<file path="src/rtl/alu_pkg.sv">
// rtl/alu_pkg.sv - opcodes, legality check and FSM states for the shared ALU controller
package alu_pkg;

   localparam logic [3:0] OP_AND = 4'b0000;
   localparam logic [3:0] OP_OR  = 4'b0001;
   localparam logic [3:0] OP_ADD = 4'b0010;
   localparam logic [3:0] OP_SUB = 4'b0110;
   localparam logic [3:0] OP_SLT = 4'b0111;

   typedef enum logic [1:0] {
      ST_IDLE    = 2'd0,
      ST_ISSUE   = 2'd1,
      ST_CAPTURE = 2'd2,
      ST_RESP    = 2'd3
   } state_t;

   function automatic logic is_legal_op(input logic [3:0] op);
      logic w_legal;
      w_legal = 1'b0;
      case (op)
         OP_AND, OP_OR, OP_ADD, OP_SUB, OP_SLT: w_legal = 1'b1;
         default:                               w_legal = 1'b0;
      endcase
      return w_legal;
   endfunction

   function automatic logic [1:0] port_onehot(input logic port);
      return port ? 2'b10 : 2'b01;
   endfunction

endpackage

</file>
<file path="src/rtl/rr_arb2.sv">
// rtl/rr_arb2.sv - two-way round-robin grant; a tie goes to the port not granted last
module rr_arb2 (
   input  logic [1:0] req_valid,
   input  logic       last_grant,
   output logic       grant_valid,
   output logic       grant_port
);

   always_comb begin
      grant_valid = |req_valid;
      grant_port  = 1'b0;
      if (req_valid == 2'b11)
         grant_port = ~last_grant;
      else
         grant_port = req_valid[1];
   end

endmodule

</file>
<file path="src/rtl/alu_share_ctrl.sv">
// rtl/alu_share_ctrl.sv - time-shares one registered ALU between two requesters
module alu_share_ctrl
   import alu_pkg::*;
#(
   parameter int WIDTH = 32
) (
   input  logic             clk,
   input  logic             rst,
   input  logic [1:0]       req_valid,
   output logic [1:0]       req_ready,
   input  logic [3:0]       req0_op,
   input  logic [WIDTH-1:0] req0_a,
   input  logic [WIDTH-1:0] req0_b,
   input  logic [3:0]       req1_op,
   input  logic [WIDTH-1:0] req1_a,
   input  logic [WIDTH-1:0] req1_b,
   output logic [1:0]       resp_valid,
   input  logic [1:0]       resp_ready,
   output logic [WIDTH-1:0] resp_result,
   output logic             resp_err,
   output logic [3:0]       alu_sel,
   output logic [WIDTH-1:0] alu_in1,
   output logic [WIDTH-1:0] alu_in2,
   input  logic [WIDTH-1:0] alu_result
);

   state_t           r_state;
   logic             r_owner;
   logic             r_last_grant;
   logic [3:0]       r_alu_sel;
   logic [WIDTH-1:0] r_alu_in1;
   logic [WIDTH-1:0] r_alu_in2;
   logic [1:0]       r_resp_valid;
   logic [WIDTH-1:0] r_result;
   logic             r_err;

   logic             w_grant_valid;
   logic             w_grant_port;
   logic             w_accept;
   logic [3:0]       w_op;
   logic [WIDTH-1:0] w_a;
   logic [WIDTH-1:0] w_b;

   rr_arb2 u_arb (
      .req_valid   (req_valid),
      .last_grant  (r_last_grant),
      .grant_valid (w_grant_valid),
      .grant_port  (w_grant_port)
   );

   assign w_accept  = (r_state == ST_IDLE) && w_grant_valid;
   assign req_ready = w_accept ? port_onehot(w_grant_port) : 2'b00;

   assign w_op = w_grant_port ? req1_op : req0_op;
   assign w_a  = w_grant_port ? req1_a  : req0_a;
   assign w_b  = w_grant_port ? req1_b  : req0_b;

   // ALU inputs only move on a legal accept, so rejected ops never disturb the ALU.
   always_ff @(posedge clk or posedge rst) begin
      if (rst) begin
         r_state      <= ST_IDLE;
         r_owner      <= 1'b0;
         r_last_grant <= 1'b1;
         r_alu_sel    <= '0;
         r_alu_in1    <= '0;
         r_alu_in2    <= '0;
         r_resp_valid <= 2'b00;
         r_result     <= '0;
         r_err        <= 1'b0;
      end else begin
         case (r_state)
            ST_IDLE: begin
               if (w_accept) begin
                  r_owner <= w_grant_port;
                  if (is_legal_op(w_op)) begin
                     r_alu_sel <= w_op;
                     r_alu_in1 <= w_a;
                     r_alu_in2 <= w_b;
                     r_state   <= ST_ISSUE;
                  end else begin
                     r_result     <= '0;
                     r_err        <= 1'b1;
                     r_resp_valid <= port_onehot(w_grant_port);
                     r_state      <= ST_RESP;
                  end
               end
            end
            ST_ISSUE: begin
               r_state <= ST_CAPTURE;
            end
            ST_CAPTURE: begin
               r_result     <= alu_result;
               r_err        <= 1'b0;
               r_resp_valid <= port_onehot(r_owner);
               r_state      <= ST_RESP;
            end
            ST_RESP: begin
               if (resp_ready[r_owner]) begin
                  r_resp_valid <= 2'b00;
                  r_last_grant <= r_owner;
                  r_state      <= ST_IDLE;
               end
            end
            default: begin
               r_state <= ST_IDLE;
            end
         endcase
      end
   end

   assign resp_valid  = r_resp_valid;
   assign resp_result = r_result;
   assign resp_err    = r_err;
   assign alu_sel     = r_alu_sel;
   assign alu_in1     = r_alu_in1;
   assign alu_in2     = r_alu_in2;

endmodule

</file>
<file path="config.mk">
export PLATFORM = sky130hd
export DESIGN_NAME = alu_share_ctrl
export DESIGN_NICKNAME = d
export VERILOG_FILES = /design/src/rtl/alu_pkg.sv /design/src/rtl/rr_arb2.sv /design/src/rtl/alu_share_ctrl.sv
export SDC_FILE = /design/constraint.sdc
export NUM_CORES = 1
export LEC_CHECK = 0
export CORE_UTILIZATION = 40
export DETAILED_ROUTE_END_ITERATION = 12
export GPL_TIMING_DRIVEN = 0
export PLACE_DENSITY = 0.82
export SETUP_SLACK_MARGIN = 0.2
export SYNTH_ARGS = -nofsm -noshare
export SYNTH_HDL_FRONTEND = slang
export SYNTH_SLANG_ARGS = --single-unit
</file>
<file path="constraint.sdc">
create_clock -name clk -period 8.55 [get_ports clk]
set_input_delay 1.71 -clock clk [delete_from_list [all_inputs] [get_ports clk]]
set_output_delay 1.71 -clock clk [all_outputs]
set_load 0.01 [all_outputs]
</file>
==> flow_summary.ini <==
[run_status]
status = finished clean

[layout]
drive_gt1_frac = 0.123
fin_nets = 995
post-route-util = 0.672
final_cell_mix = 278 x clkdlybuf4s50_1, 207 x nand2_1, 106 x dfrtp_1, 50 x mux2_2, 33 x nand3_1
syn2layout_area_growth_pct = 62.7
instances_no_fill = 994
final_area_mm2 = 0.00855
diodes = 0
layout_commonest_cell = clkdlybuf4s50_1

[setup_path]
crit_fanout = 10
r2r-end = resp_result[27]
worstRegToRegCells = 8
crit_slowest_cell = a21boi_1
r2r_start = r_state[0]
cpMostUsedCell = clkdlybuf4s50_1
critPathKind = in2out
rrSetupSlack_ps = 6220
cp_slowest_stage_delay_ps = 690
crit_arrival_ps = 4100
worst_setup_path_end_kind = primary output
crit_chain = clkdlybuf4s50_1 -> a21boi_1 -> buf_2 -> and2_1 -> clkdlybuf4s50_1
cp-start-kind = primary input
cp.required_ps = 6840

[yosys]
async_reset_ff_frac = 1.00
syn-num-nets = 705
synth_cell_types = 34
synth-adder-area-share = 0.00953
synth_ff_type = dfrtp_1
yosys.area_share.simple = 0.192
syn_inst = 527
yosys_warnings = 0
synth.mux.area_fraction = 0.165
yosysTopAreaCell = dfrtp_1
synthTopCellsByArea = dfrtp_1 50%, nand2_1 15%, mux2_2 11%, mux2_4 5.4%, o2bb2ai_1 5.3%
synth-xor-area-share = 0
synth_top_family_by_area = simple AND/OR/NAND/NOR gates
syn_area_mm2 = 0.00525
syn_avg_cell_area_um2 = 9.97
synth_enable_flop_cells = 0
yosysTopAreaCellShare = 0.505
ys_seq_area_frac = 0.510
synth-compound-area-share = 0.0829
ys_ff_latch = 107

[floorplan]
rows = 41
die_x_um = 117
core_mm2 = 0.0127
die_y_um = 117
die-area_mm2 = 0.0136
start_util = 0.413
num_io_pins = 279

[route]
postRouteAntennaNets = 0
vias = 4930
drt_first_iter_violations = 200
drt_wl_total_mm = 16.1
drt-pass1-iter-count = 4
routedWlPerCell_um = 16.2
drc = 0
viasPerCell = 4.96

[clocking]
ctsHtreeMaxLevel = 3
post-cts-setup-buffers = 0
cts_sinks = 107
clockBufferDepth = 2
clk_pin_slew_worst_paths_ps = 70
clockRootBuffer = clkbuf_16
cts_tree = yes
worstSkewPairLatency_ps = 350
holdBufCountCts = 0
tritoncts.num_buffers = 9
ctsResizeCount = 0

[run]
cap_viol_max_count = 0

[sta]
period_needed_ps = 5810
drv_slew = 0
rsz0062_at_grt = no
skew_ps = 5.79
period_share = 0.680
maxSlewHeadroom = 0.455
setup_violations = 0
worst_pin_slew_ps = 816
fmax_mhz = 172
hold_viol = 0
setup_tns_ps = 0

[min_path]
hold_depth = 1
hp-start = resp_result[9]
holdPathEnd = resp_result[9]
worst_hold_path_type = reg2reg

[placed_design]
hpwlAfterDp_mm = 12.4
dpl_cell_area_mm2 = 0.00828
dp.cells = 978
routabilityCongestion = 0.757
port_buffers = 278

[global_route]
grt_pass1_vias = 4831
grt_max_degree = 58
grtUsageTotal = 0.234
overflow = 0
antenna_found_initial = 0
grt_pass1_wl_mm = 24.0

[pwr]
irDropWorstVdd_mv = 0.175
p_per_area_mw_per_mm2 = 307
p_leak_uw = 0.00381
-- critical path: cells and delay by family --
kind	cells	cell delay, ps
AND/OR/NAND/NOR	1	190
AO/OA/AOI/OAI	1	690
buffers and inverters	3	1510
-- synth_stat cells (3+ instances only) --
library cell	instances
nand2_1	207
dfrtp_1	106
mux2_2	50
nand3_1	33
o2bb2ai_1	32
clkbuf_1	23
mux2_4	19
inv_1	6
buf_2	5
a21oi_1	4
buf_4	4
ha_1	4
nor2_1	4
buf_6	3
nand2b_1	3
o31ai_1	3
-- state kept, by name, indices dropped and copies added (netlist names) --
register / count
alu_in2: 32
resp_valid: 2
resp_err: 1
r_state: 2
alu_in1: 32
resp_result: 32
alu_sel: 4
r_owner: 1
r_last_grant: 1
-- report_power, final --
group	switching (µW)	internal, µW
logic	578	772
clock network	176	205
registers	138	752
-- per-stage QoR --
step	setup WS (ps)	hold WS (ps)	power, µW
final	2740	493	2620
after global routing	2700	500	2770
after CTS	2760	494	2640
after detailed placement	2750	473	2250
after global placement	2560	471	2200
after floorplan	4020	498	1530
-- final cells by class --
class,count,area (µm²)
Inverter,6,25.0
Clock inverter,3,15.0
Multi-Input combinational cell,378,2360
Fill cell,982,4180
Timing Repair Buffer,279,2810
Buffer,36,190
Clock buffer,13,250
Tap cell,172,215
Sequential cell,107,2680
-- worst max path at each step --
stage,endpoint,slack [ps],start
finish,req_ready[1],2740,req_valid[1]
global route,req_ready[1],2700,req_valid[1]
CTS,req_ready[1],2760,req_valid[1]
detailed placement,req_ready[1],2750,req_valid[1]
global placement,alu_in2[0],2560,rst
floorplan,alu_in1[0],4020,rst
-- kinds of logic (layout without fill, tap and decap cells) --
kind of cell | Yosys count | after routing
AO/OA/AOI/OAI | 51 | 51
adder cells (fa/ha/maj) | 4 | 4
flip-flops | 107 | 107
buffers and inverters | 42 | 337
AND/OR/NAND/NOR | 252 | 252
multiplexers | 71 | 71
-- layer usage --
| layer | global-route usage | wire length [µm] | vias to the layer above |
|---|---|---|---|
| met5 | 0 | 0 | - |
| met4 | 0.101 | 398 | 0 |
| met3 | 0.0550 | 1190 | 30 |
| met2 | 0.404 | 8060 | 211 |
| met1 | 0.279 | 6480 | 2339 |
| li1 | - | - | 2350 |
No activity file was read; power rests on OpenSTA's default activity.
